==> src/rtl/fetch_unit.sv <==
// Instruction fetch unit: drives ROM reads and keeps a small prefetch FIFO feeding ID.
// Redirects (jCe) and reset flush everything in flight and restart fetching at the new PC.
module fetch_unit #(
  parameter int                ADDR_W   = 32,
  parameter int                DATA_W   = 32,
  parameter int                DEPTH    = 4,
  parameter logic [ADDR_W-1:0] RESET_PC = '0,
  parameter int                PC_STEP  = 4
) (
  input  logic                     clk,
  input  logic                     rst,
  input  logic                     jCe,
  input  logic [ADDR_W-1:0]        jAddr,
  output logic                     romCe,
  output logic [ADDR_W-1:0]        pc,
  input  logic [DATA_W-1:0]        romData,
  output logic                     instValid,
  output logic [DATA_W-1:0]        inst,
  output logic [ADDR_W-1:0]        instPc,
  input  logic                     idReady,
  output logic [$clog2(DEPTH):0]   count
);

  localparam int PW = $clog2(DEPTH);
  localparam int CW = PW + 1;
  localparam logic [CW:0] DEPTH_C = (CW+1)'(DEPTH);

  logic [ADDR_W-1:0] r_pc;
  logic [ADDR_W-1:0] r_pendPc;
  logic              r_pend;
  logic [CW-1:0]     r_count;
  logic [PW-1:0]     r_wp;
  logic [PW-1:0]     r_rp;
  logic [DATA_W-1:0] r_instMem [DEPTH];
  logic [ADDR_W-1:0] r_pcMem   [DEPTH];

  logic [CW:0] w_occ;
  logic        w_romCe;
  logic        w_push;
  logic        w_pop;

  // Credit check counts the in-flight read so a returning word always has a free slot.
  assign w_occ   = {1'b0, r_count} + {{CW{1'b0}}, r_pend};
  assign w_romCe = !rst && !jCe && (w_occ < DEPTH_C);
  assign w_push  = r_pend && !jCe;
  assign w_pop   = !rst && !jCe && idReady && (r_count != '0);

  assign romCe     = w_romCe;
  assign pc        = r_pc;
  assign instValid = !rst && (r_count != '0);
  assign count     = rst ? '0 : r_count;
  assign inst      = r_instMem[r_rp];
  assign instPc    = r_pcMem[r_rp];

  always_ff @(posedge clk) begin
    if (rst) begin
      r_pc     <= RESET_PC;
      r_pend   <= 1'b0;
      r_pendPc <= '0;
      r_count  <= '0;
      r_wp     <= '0;
      r_rp     <= '0;
    end else if (jCe) begin
      // Redirect drops the in-flight word and the whole buffer.
      r_pc     <= jAddr;
      r_pend   <= 1'b0;
      r_count  <= '0;
      r_wp     <= '0;
      r_rp     <= '0;
    end else begin
      if (w_romCe) begin
        r_pc     <= r_pc + ADDR_W'(PC_STEP);
        r_pend   <= 1'b1;
        r_pendPc <= r_pc;
      end else begin
        r_pend   <= 1'b0;
      end
      if (w_push) begin
        r_instMem[r_wp] <= romData;
        r_pcMem[r_wp]   <= r_pendPc;
        r_wp            <= r_wp + PW'(1);
      end
      if (w_pop) begin
        r_rp <= r_rp + PW'(1);
      end
      r_count <= r_count + CW'(w_push) - CW'(w_pop);
    end
  end

endmodule
==> config.mk <==
export PLATFORM = sky130hd
export DESIGN_NAME = fetch_unit
export DESIGN_NICKNAME = d
export VERILOG_FILES = /design/src/rtl/fetch_unit.sv
export SDC_FILE = /design/constraint.sdc
export NUM_CORES = 1
export LEC_CHECK = 0
export CORE_AREA = 2 2 150 152
export DETAILED_ROUTE_END_ITERATION = 6
export DIE_AREA = 0 0 152 154
export GPL_TIMING_DRIVEN = 0
export PLACE_DENSITY = 0.91
export SLEW_MARGIN = 10
export SYNTH_ARGS = -nofsm -noshare
export SYNTH_HDL_FRONTEND = slang
export SYNTH_SLANG_ARGS = --single-unit
==> constraint.sdc <==
create_clock -name clk -period 9.3 [get_ports clk]
set_input_delay 2.79 -clock clk [delete_from_list [all_inputs] [get_ports clk]]
set_output_delay 2.79 -clock clk [all_outputs]
set_load 0.02 [all_outputs]
==> results.yml <==
clocking:
  cts_buffer_depth: 3
  clock_latency_ns: 0.51
  cts-htree-levels: 2
  cts_resized: 0
  holdBufCountCts: 0
  tritoncts: "built"
  clock-root-buffer: "clkbuf_16"
  numCtsBuffers: 35
  clock_sinks: 330
  post_cts_buffers: 0
  path_clk_slew_ns: 0.06
global_routing:
  first_global_vias: 7772
  grt_use_met2: 0.4101
  antenna_found_initial: 0
  overflow: 0
  grtUsageMet3: 0.05045
  track_usage: 0.2380
  grt_pass1_wl_um: 43040
  busiest_layer: "met2"
  grtUsageMet1: 0.3116
  grt_max_degree: 55
yosys:
  synth_top_area_frac: 0.6065
  yosys.area.top_type: "edfxtp_1"
  synth_common_cells: "edfxtp_1 (256), nand2_1 (87), dfxtp_1 (74)"
  yosysWarnings: 0
  synthXorXnorAreaFrac: 0.009673
  synth-seq-cells: 330
  synthAdderAreaFrac: 0.009476
  synth.area.mux_share: 0.1193
  synthSimpleGateAreaFrac: 0.07275
  synthTopCellsByArea: "edfxtp_1 (61%), dfxtp_1 (12%), mux4_2 (11%)"
  synth_cell_types: 49
  syn_nets: 841
  synth_ff_type: "edfxtp_1"
  synthArstFlopShare: 0
  synth_top_family_by_area: "multiplexers"
  synth_edf_count: 256
  synth_compound_area_frac: 0.04481
  synth_most_common_cell: "edfxtp_1"
  yosysSeqAreaShare: 0.7233
  syn-instance-count: 764
  synth_area_per_cell_sq_um: 16.59
  syn_area_sq_um: 12680
floorplan:
  die_area_sq_um: 23410
  io-pin-count: 169
  start_util: 0.5845
  die_y_um: 154
  die_x_um: 152
  core_region_area_sq_um: 21690
  row_count: 54
power:
  power.switching_uw: 641.4
  seq_power_share: 0.514
  p_leak_uw: 0.005440
  clockPowerShare: 0.439
  combPwrFrac: 0.047
  p_per_area_nw_per_um2: 197.8
  intPower_uw: 2520
  ir_drop_v: 0.0001538
  switching_share: 0.2029
worst_setup_path:
  cpPeakStageDelay_ns: 0.64
  cp.required_ns: 6.51
  critPathTopFamily: "buffers and inverters"
  critPathArrivalTime_ns: 4.95
  start_kind: "input pin"
  critPathKind: "input pin to output port"
  cp_slowest_cell: "clkdlybuf4s50_1"
  cp_max_fo: 10
  crit_chain: "clkbuf_1 > nor2_2 > nand2_1 > inv_2 > buf_2 > clkdlybuf4s50_1"
  cp-end-kind: "output port"
  critPathBufInv: 4
timing:
  max_freq_mhz: 129.2
  hold_viol: 0
  relSlewSlack: 0.4848
  finalCriticalPeriod_ns: 7.737
  period_share: 0.8320
  rsz0062_at_grt: "false"
  worst_pin_slew_ns: 0.7728
  fin_setup_tns_ns: 0
  skew_ns: 0.02164
  setup_viol: 0
  maxSlewViolCount: 0
drt:
  vias: 7484
  vias_per_cell: 5.861
  wl_um: 27540
  wire_per_inst_um: 21.56
  drtPass1Iterations: 5
  drtIter0Drc: 719
  ant_nets: 0
  drc: 0
run_status:
  outcome: "completed"
final_layout:
  drive_above_1_share: 0.1535
  stdcell_area_sq_um: 15980
  area_growth_pct: 26.10
  nNetsFinal: 1048
  layout.cells.non_filler: 1277
  final_util: 0.7370
  antenna_cells: 0
  fillers: 1287
placed_design:
  gp_congestion: 0.8679
  dp_hpwl_um: 17590
  placed_cells: 1214
  port-buffer-count: 166
  dpl_cell_area_sq_um: 14820
min_path:
  hp-class: "flip-flop to flip-flop"
run:
  cap_violations: 0
metal layers:
| layer | up-vias | wire (um) |
|---|---|---|
| li1 | 3364 | - |
| met1 | 3715 | 10810 |
| met2 | 357 | 13970 |
| met3 | 48 | 2179 |
| met4 | 0 | 580 |
| met5 | - | 0 |
cells by family after synthesis:
group / after synthesis
xor+xnor: 14
mux: 71
buf+inv: 62
compound gates: 93
fa+ha+maj: 9
flops: 330
simple gates: 185
worst reg2reg max path, stage by stage (launching register included):
cell and delay [ns]:
dfxtp_1 0.39, ha_1 0.24, o211a_2 0.28, o22ai_1 0.30
nand2_1 0.31, inv_2 0.28, buf_2 0.28, nand2_1 0.08
a21oi_1 0.16
final timing paths:
| path | from | to | slack (ns) | cells past startpoint |
|---|---|---|---|---|
| max reg2reg | r_count[2] | r_pendPc[19] | 6.87 | 8 |
| min reg2reg | r_pendPc[29] | r_pcMem[0][29] | 0.50 | 0 |
| min | r_pendPc[29] | r_pcMem[0][29] | 0.50 | 0 |
| max | jCe | romCe | 1.56 | 6 |
flip-flops by register name (all words and copies together) (netlist names), named ones only:
name and flops:
r_wp 2, r_rp 2, r_pendPc 32, r_pend 1
r_count 3, r_instMem 128, r_pcMem 128, pc 32
power by group through the flow:
stage | clock network [uW] | logic (uW) | registers [uW]
6_report | 1390 | 148 | 1630
5_1_grt | 1480 | 158 | 1630
4_1_cts | 1420 | 148 | 1620
3_5_place_dp | 0 | 146 | 1660
3_3_place_gp | 0 | 141 | 1650
2_1_floorplan | 0 | 55.8 | 1660
placed cells by master (no fill, tap or decap), drive strengths merged, types with 4 or more instances in the layout:
master	instances
nor2b	12
nor2	20
a21oi	52
nand3b	7
o21ai	7
o21a	10
clkdlybuf4s50	166
a31oi	10
ha	8
mux4	64
clkinv	11
and3	7
nand3	15
nor3	7
inv	20
buf	19
xnor2	11
nand2	87
or4	4
a211o	4
nand4	11
clkbuf	72
mux2i	6
bufinv	4
edfxtp	256
dfxtp	74
and4	5
through the flow:
step / hold slack, ns / total power (uW) / setup WS [ns]
CTS: 0.4963 / 3187 / 1.584
detailed placement: 0.4851 / 1801 / 1.576
finish: 0.4959 / 3162 / 1.563
global placement: 0.4734 / 1795 / 1.637
floorplan: 0.4600 / 1715 / 2.727
global route: 0.5265 / 3260 / 1.462
layout make-up:
type / count / area (sq um) / area share
repair buffers: 170 / 1772 / 0.1108
multi-input cells: 372 / 3266 / 0.2043
inverters: 19 / 71.32 / 0.004462
well taps: 280 / 350.3 / 0.02192
plain buffers: 43 / 190.2 / 0.01190
clock inverters: 19 / 203.9 / 0.01276
flip-flops and latches: 330 / 9169 / 0.5736
clock buffers: 44 / 962.2 / 0.06020
No activity file was read; power rests on OpenSTA's default activity.
